==> src/rtl/seg_scan_driver.sv <==
// Six-digit common-cathode 7-segment scanner: per-frame digit snapshot,
// dead-time guard at the start of each slot, and blink of the digit under edit.
module seg_scan_driver #(
  parameter int SCAN_DIV     = 1000,
  parameter int GUARD        = 2,
  parameter int BLINK_FRAMES = 50
) (
  input  logic       clk,
  input  logic       rst_n,
  input  logic [3:0] digit0,
  input  logic [3:0] digit1,
  input  logic [3:0] digit2,
  input  logic [3:0] digit3,
  input  logic [3:0] digit4,
  input  logic [3:0] digit5,
  input  logic       blink_en,
  input  logic [2:0] blink_pos,
  output logic [6:0] seg,
  output logic [5:0] sel
);

  localparam int DW = $clog2(SCAN_DIV);
  localparam int FW = (BLINK_FRAMES > 1) ? $clog2(BLINK_FRAMES) : 1;

  logic [DW-1:0]   div_cnt;
  logic [2:0]      idx;
  logic [FW-1:0]   frame_cnt;
  logic            blink_phase;
  logic [5:0][3:0] snap;
  logic [5:0][3:0] digits;
  logic [5:0][3:0] snap_eff;
  logic            div_last, frame_start, frame_end;
  logic [3:0]      cur;
  logic            blank;
  logic [6:0]      seg_nxt;
  logic [5:0]      sel_nxt;

  assign digits      = {digit5, digit4, digit3, digit2, digit1, digit0};
  assign div_last    = (div_cnt == DW'(SCAN_DIV - 1));
  assign frame_start = (idx == 3'd0) && (div_cnt == '0);
  assign frame_end   = (idx == 3'd5) && div_last;
  // At frame start the snapshot is being loaded this edge; show the fresh value.
  assign snap_eff    = frame_start ? digits : snap;
  assign cur         = snap_eff[idx];
  assign blank       = blink_en && blink_phase && (blink_pos == idx);

  always_comb begin
    seg_nxt = 7'b0000000;
    sel_nxt = 6'b111111;
    if (int'(div_cnt) >= GUARD) begin
      sel_nxt[idx] = 1'b0;
      if (!blank) begin
        case (cur)
          4'd0:    seg_nxt = 7'b0111111;
          4'd1:    seg_nxt = 7'b0000110;
          4'd2:    seg_nxt = 7'b1011011;
          4'd3:    seg_nxt = 7'b1001111;
          4'd4:    seg_nxt = 7'b1100110;
          4'd5:    seg_nxt = 7'b1101101;
          4'd6:    seg_nxt = 7'b1111101;
          4'd7:    seg_nxt = 7'b0000111;
          4'd8:    seg_nxt = 7'b1111111;
          4'd9:    seg_nxt = 7'b1101111;
          default: seg_nxt = 7'b0000000;
        endcase
      end
    end
  end

  always_ff @(posedge clk or negedge rst_n) begin
    if (!rst_n) begin
      div_cnt <= '0;
      idx     <= 3'd0;
      snap    <= '0;
    end else begin
      if (frame_start) snap <= digits;
      if (div_last) begin
        div_cnt <= '0;
        idx     <= (idx == 3'd5) ? 3'd0 : idx + 3'd1;
      end else begin
        div_cnt <= div_cnt + DW'(1);
      end
    end
  end

  // Blink counters are held idle while edit mode is off so re-entry starts lit.
  always_ff @(posedge clk or negedge rst_n) begin
    if (!rst_n) begin
      frame_cnt   <= '0;
      blink_phase <= 1'b0;
    end else if (!blink_en) begin
      frame_cnt   <= '0;
      blink_phase <= 1'b0;
    end else if (frame_end) begin
      if (frame_cnt == FW'(BLINK_FRAMES - 1)) begin
        frame_cnt   <= '0;
        blink_phase <= ~blink_phase;
      end else begin
        frame_cnt <= frame_cnt + FW'(1);
      end
    end
  end

  always_ff @(posedge clk or negedge rst_n) begin
    if (!rst_n) begin
      seg <= 7'b0000000;
      sel <= 6'b111111;
    end else begin
      seg <= seg_nxt;
      sel <= sel_nxt;
    end
  end

endmodule

==> config.mk <==
export PLATFORM = sky130hd
export DESIGN_NAME = seg_scan_driver
export DESIGN_NICKNAME = d
export VERILOG_FILES = /design/src/rtl/seg_scan_driver.sv
export SDC_FILE = /design/constraint.sdc
export NUM_CORES = 1
export LEC_CHECK = 0
export ABC_AREA = 1
export BUFFER_PORTS_ARGS = -buffer_cell sky130_fd_sc_hd__buf_4
export CORE_AREA = 2 2 110 80
export CTS_CLUSTER_DIAMETER = 200
export DETAILED_ROUTE_END_ITERATION = 8
export DIE_AREA = 0 0 112 82
export PLACE_DENSITY = 0.66
export SLEW_MARGIN = 25
export SYNTH_ARGS = -nofsm -noshare
export SYNTH_HDL_FRONTEND = slang
export SYNTH_SLANG_ARGS = --single-unit
==> constraint.sdc <==
create_clock -name clk -period 2.97 [get_ports clk]
set_clock_uncertainty 0.1 [all_clocks]
set_input_delay 0.4455 -clock clk [delete_from_list [all_inputs] [get_ports clk]]
set_output_delay 0.4455 -clock clk [all_outputs]
set_load 0.05 [all_outputs]
==> flow_metrics.py, run 1 <==
metrics = {
    "drt": {
        "firstDrtPassIters": 4,
        "drc_errors": 0,
        "viasPerCell": 4.69,
        "vias": 2569,
        "postRouteAntennaNets": 0,
        "post_drt_wl_per_cell_um": 12.8,
        "routed_wl_um": 7040,
        "drtIter0Drc": 136,
    },
    "setup_path": {
        "endpoint_kind": "register",
        "arrival_ns": 2.85,
        "worstPathMaxFanout": 16,
        "critPathTopFamily": "simple AND/OR/NAND/NOR gates",
        "slowest_delay_ns": 0.38,
        "path_cells": "inv_1 > ha_1 > inv_1 > nor2_8 > nand2_4 > nand2_1 > nand3_1 > nand3_1 > nor2_1 > nor2_2 > inv_1 > ha_1 > nor2_1 > nor2_1 > nor2_2",
        "start_kind": "register",
        "crit_buf_inv": 3,
        "crit_required_ns": 3.13,
        "cp_slowest_cell": "dfrtp_1",
        "path_class": "reg -> reg",
    },
    "clock_network": {
        "cts_tree": "built",
        "clk_path_buf_depth": 2,
        "cts_inserted_buffers": 9,
        "ctsHoldBuffers": 0,
        "clockRootBuffer": "clkbuf_16",
        "post_cts_buffers": 0,
        "htreeDepth": 3,
        "insertion_delay_ns": 0.33,
        "cts.sinks": 57,
        "path_clk_slew_ns": 0.05,
        "cts.repair.resized": 0,
    },
    "synth": {
        "synthCells": 391,
        "yosys.area.top_type_share_pct": 39.8,
        "yosys_warnings": 0,
        "syn-num-nets": 431,
        "async_reset_ff_share_pct": 100,
        "avgSynthCellArea_um2": 8.20,
        "synth_cell_types": 39,
        "synth_largest_area_cell": "dfrtp_1",
        "synth-edff-count": 0,
        "ys_ff_latch": 57,
        "ys_seq_area_share_pct": 44.7,
        "synth_area_leaders": "dfrtp_1, nand2_1, inv_1",
        "synth_ff_type": "dfrtp_1",
        "synthesis.area_um2": 3200,
    },
    "floorplan": {
        "core_um2": 8200,
        "row_count": 28,
        "io_pins": 43,
        "die_w_um": 112,
        "dieArea_um2": 9180,
        "initial_utilization_pct": 39.1,
        "dieHeight_um": 82,
    },
    "timing": {
        "slew_headroom_pct": 51.0,
        "hold_viol": 0,
        "rsz0062_at_grt": "no",
        "clock.fmax_ghz": 0.372,
        "setup_viol": 0,
        "finalWorstSetupSlack_ns": 0.281,
        "timing.setup.tns_ns": 0,
        "hold_slack_ns": 0.0683,
        "min_period_ns": 2.69,
        "fin_crit_sh_pct": 90.5,
        "slew_viol_final": 0,
        "worst_pin_slew_ns": 0.735,
    },
    "global_routing": {
        "first_global_vias": 2455,
        "grt_pass1_wl_um": 12100,
        "grt_overflow": 0,
        "grt_usage_pct": 17.2,
        "grt_max_degree": 58,
        "antenna_found_initial": 0,
    },
    "cells_and_area": {
        "n_antenna_cell": 0,
        "fillers": 829,
        "final_net_count": 478,
        "final_common_cell": "nand2_1",
        "multi_input_area_um2": 1430,
        "area.growth.synth_to_final_pct": 20.1,
        "ff_latch_area_um2": 1430,
        "mostFrequentLayoutCells": "nand2_1, inv_1, dfrtp_1, buf_4",
        "drive_gt1_share_pct": 21.0,
    },
    "place": {
        "pre_cts_slack_ns": 0.264,
        "gp_congestion": 0.856,
        "hpwlAfterDp_um": 5220,
        "port_buffers": 42,
    },
    "power": {
        "p_total_mw": 1.94,
        "combPwrFrac_pct": 9.8,
        "swShare_pct": 24.1,
        "power_frac_seq_pct": 42.5,
        "vdd_drop_max_v": 0.000411,
        "p_leak_nw": 2.02,
        "p_clk_share_pct": 47.7,
        "p_per_area_nw_per_um2": 503,
        "power.internal_mw": 1.47,
        "p_sw_uw": 467,
    },
    "run_status": {
        "run_status": "finished, final reports clean",
    },
    "job": {
        "max_cap_viol_count": 0,
    },
    "min_path": {
        "min-delay-path-class": "in -> async",
    },
}
## Yosys cell counts, types with 2 or more instances
| cell | instances |
|---|---|
| nand4_1 | 3 |
| nand2_4 | 4 |
| inv_1 | 66 |
| o21ai_1 | 2 |
| dfstp_2 | 6 |
| buf_6 | 5 |
| nor2_2 | 9 |
| nor2_4 | 2 |
| nor3_1 | 9 |
| and2_1 | 10 |
| nand2_2 | 5 |
| dfrtp_1 | 51 |
| ha_1 | 10 |
| a21oi_1 | 7 |
| nor2_1 | 38 |
| nand3b_1 | 9 |
| xor2_1 | 4 |
| o21ai_0 | 10 |
| o211ai_2 | 2 |
| nand2_1 | 82 |
| nand3_1 | 38 |
| nor2_8 | 2 |
## power groups by stage
| stage | sequential, mW | combinational (mW) | clock [mW] |
|---|---|---|---|
| 4_1_cts | 0.822 | 0.194 | 0.956 |
| 6_report | 0.822 | 0.191 | 0.923 |
| 3_3_place_gp | 0.834 | 0.189 | 0 |
| 5_1_grt | 0.825 | 0.216 | 0.976 |
| 3_5_place_dp | 0.834 | 0.192 | 0 |
| 2_1_floorplan | 0.864 | 0.0789 | 0 |
## flip-flops by register name, summed over array words and instances (netlist names)
name         flops
blink_phase      1
div_cnt         10
frame_cnt        6
idx              3
seg              7
sel              6
snap            24
## routing by layer
layer | wire, um | vias to the layer above | part of all wire, % | GRT usage [%]
met5 | 0 | - | 0 | 0
li1 | - | 1317 | - | -
met3 | 452 | 9 | 6.4 | 5.68
met4 | 113 | 0 | 1.6 | 6.22
met2 | 2930 | 71 | 42 | 25.6
met1 | 3550 | 1172 | 50 | 23.5
## worst reg2reg max path, stage by stage (launching register included)
cell and delay, ns:
dfrtp_1 0.38, inv_1 0.12, ha_1 0.24, inv_1 0.12, nor2_8 0.22, nand2_4 0.17, nand2_1 0.12, nand3_1 0.07
nand3_1 0.11, nor2_1 0.05, nor2_2 0.15, inv_1 0.11, ha_1 0.31, nor2_1 0.17, nor2_1 0.08, nor2_2 0.10
## path summary, 6_finish.rpt
| check | startpoint | end | slack, ns | cells past startpoint |
|---|---|---|---|---|
| max | div_cnt[0] | seg[3] | 0.28 | 15 |
| min | rst_n | snap[5] | 0.07 | 1 |
| max reg2reg | div_cnt[0] | seg[3] | 0.28 | 15 |
| min reg2reg | snap[1] | snap[1] | 0.37 | 2 |
| max in group asynchronous | rst_n | seg[3] | 2.20 | 1 |
| min in group clk | digit5[0] | snap[20] | 0.27 | 3 |
## through the flow
step	instance area [um^2]	util, %	std cells
2_1_floorplan	3200	-	391
3_3_place_gp	3590	43.7	532
3_5_place_dp	3590	43.7	532
4_1_cts	3850	46.9	548
5_1_grt	3850	46.9	548
6_report	3850	46.9	548
## final cells by class
cell class | instances | share of cell area (%)
flip-flops and latches | 57 | 37.3
multi-input cells | 258 | 37.2
repair buffers | 44 | 8.58
clock buffers | 15 | 6.70
inverters | 68 | 6.70
well taps | 105 | 3.41
clock inverters | 1 | 0.130
## cell families (layout without fill, tap and decap cells)
family	Yosys count	after routing	share of synthesized area (%)
simple gates	216	216	34.0
buf+inv	76	128	10.5
flops	57	57	44.7
compound gates	28	28	5.66
fa+ha+maj	10	10	3.90
xor+xnor	4	4	1.09
Power figures use the tool's default switching activity.
==> run 2: changes to the inputs <==
BUFFER_PORTS_ARGS = -buffer_cell sky130_fd_sc_hd__buf_2   (was -buffer_cell sky130_fd_sc_hd__buf_4)
==> flow_metrics.py, run 2 (same netlist as run 1, synthesis figures left out) <==
metrics = {
    "timing": {
        "slew_viol_final": 0,
        "hold_viol": 0,
        "worst_pin_slew_ns": 0.743,
        "fin_crit_sh_pct": 89.6,
        "slew_headroom_pct": 50.5,
        "clock.fmax_ghz": 0.376,
        "timing.setup.tns_ns": 0,
        "min_period_ns": 2.66,
        "rsz0062_at_grt": "no",
        "setup_viol": 0,
    },
    "place": {
        "port_buffers": 42,
        "gp_congestion": 0.843,
        "hpwlAfterDp_um": 5190,
    },
    "power": {
        "swShare_pct": 22.9,
        "vdd_drop_max_v": 0.000373,
        "power.internal_mw": 1.61,
        "p_sw_uw": 477,
        "power_frac_seq_pct": 39.4,
        "p_leak_nw": 2.02,
        "p_clk_share_pct": 52.1,
        "combPwrFrac_pct": 8.4,
        "p_per_area_nw_per_um2": 546,
    },
    "cells_and_area": {
        "post-route-util_pct": 46.5,
        "mostFrequentLayoutCells": "nand2_1, inv_1, dfrtp_1, buf_2",
        "drive_gt1_share_pct": 22.2,
        "largestRegisters": "snap (24), div_cnt (10), seg (7)",
        "final_net_count": 480,
        "top_register": "snap",
        "area.growth.synth_to_final_pct": 19.1,
        "n_antenna_cell": 0,
        "largest_register_ffs": 24,
        "fillers": 819,
        "final_common_cell": "nand2_1",
    },
    "clock_network": {
        "cts_inserted_buffers": 9,
        "cts_tree": "built",
        "clockRootBuffer": "clkbuf_16",
        "htreeDepth": 3,
        "cts.repair.resized": 0,
        "ctsHoldBuffers": 0,
        "clk_path_buf_depth": 2,
        "insertion_delay_ns": 0.33,
        "path_clk_slew_ns": 0.05,
        "cts.sinks": 57,
        "post_cts_buffers": 0,
    },
    "floorplan": {
        "core_um2": 8200,
        "row_count": 28,
        "initial_utilization_pct": 39.1,
        "dieHeight_um": 82,
        "dieArea_um2": 9180,
        "io_pins": 43,
        "die_w_um": 112,
    },
    "setup_path": {
        "path_cells": "inv_1 > ha_1 > inv_1 > nor2_8 > nand2_4 > nand2_1 > nand3_1 > nand3_1 > nor2_1 > nor2_2 > inv_1 > ha_1 > nor2_1 > nor2_1 > nor2_2",
        "arrival_ns": 2.83,
        "start_kind": "register",
        "slowest_delay_ns": 0.38,
        "path_class": "reg -> reg",
        "crit_buf_inv": 3,
        "endpoint_kind": "register",
        "cp_slowest_cell": "dfrtp_1",
        "worstPathMaxFanout": 16,
        "crit_required_ns": 3.14,
        "critPathTopFamily": "simple AND/OR/NAND/NOR gates",
    },
    "run_status": {
        "run_status": "finished, final reports clean",
    },
    "job": {
        "max_cap_viol_count": 0,
    },
    "global_routing": {
        "grt_pass1_wl_um": 11900,
        "grt_max_degree": 58,
        "antenna_found_initial": 0,
        "grt_overflow": 0,
        "first_global_vias": 2462,
        "grt_usage_pct": 17.0,
    },
    "drt": {
        "viasPerCell": 4.55,
        "firstDrtPassIters": 4,
        "drtIter0Drc": 212,
        "drc_errors": 0,
        "post_drt_wl_per_cell_um": 12.8,
        "postRouteAntennaNets": 0,
        "vias": 2501,
        "routed_wl_um": 7050,
    },
    "min_path": {
        "min-delay-path-class": "in -> async",
    },
}
==> run 2: area by class of cell <==
type                       instances  area [um^2]  share of cell area (%)
sequential                        57         1430                    37.6
multi-input combinational        258         1430                    37.6
inverter                          68          258                    6.76
clock inverter                     2         35.0                   0.918
clock buffer                      14          284                    7.45
tap                              105          131                    3.44
timing repair buffer              46          240                    6.30
==> run 2: metal layers <==
layer | track usage (%) | up-vias | wire [um]
met2 | 25.9 | 55 | 2980
met3 | 5.76 | 10 | 445
met4 | 6.95 | 0 | 102
met1 | 22.5 | 1118 | 3520
met5 | 0 | - | 0
li1 | - | 1318 | -
==> run 2: metrics by stage <==
stage | power (mW) | cells | cell area [um^2] | hold WS, ns | worst slack (ns)
floorplan | 0.943 | 391 | 3200 | 0.0499 | 0.592
global placement | 1.01 | 534 | 3500 | 0.347 | 0.425
detailed placement | 1.01 | 534 | 3500 | 0.353 | 0.324
CTS | 2.12 | 550 | 3810 | 0.186 | 0.293
global route | 2.17 | 550 | 3810 | 0.226 | 0.0488
finish | 2.08 | 550 | 3810 | 0.143 | 0.308
==> run 2: power by group through the flow <==
stage          combinational [mW]  clock [mW]  sequential, mW
2_1_floorplan              0.0789           0           0.864
3_3_place_gp                0.174           0           0.833
3_5_place_dp                0.178           0           0.834
4_1_cts                     0.179        1.12           0.821
5_1_grt                     0.199        1.15           0.824
6_report                    0.176        1.09           0.821
==> run 2: final timing paths <==
| kind | startpoint | slack [ns] | depth (start not counted) | end |
|---|---|---|---|---|
| min in group clk | digit5[0] | 0.26 | 3 | snap[20] |
| min | rst_n | 0.14 | 2 | snap[5] |
| max | div_cnt[0] | 0.31 | 15 | seg[3] |
| max in group asynchronous | rst_n | 2.11 | 2 | seg[3] |
| max reg2reg | div_cnt[0] | 0.31 | 15 | seg[3] |
| min reg2reg | snap[9] | 0.37 | 2 | snap[9] |
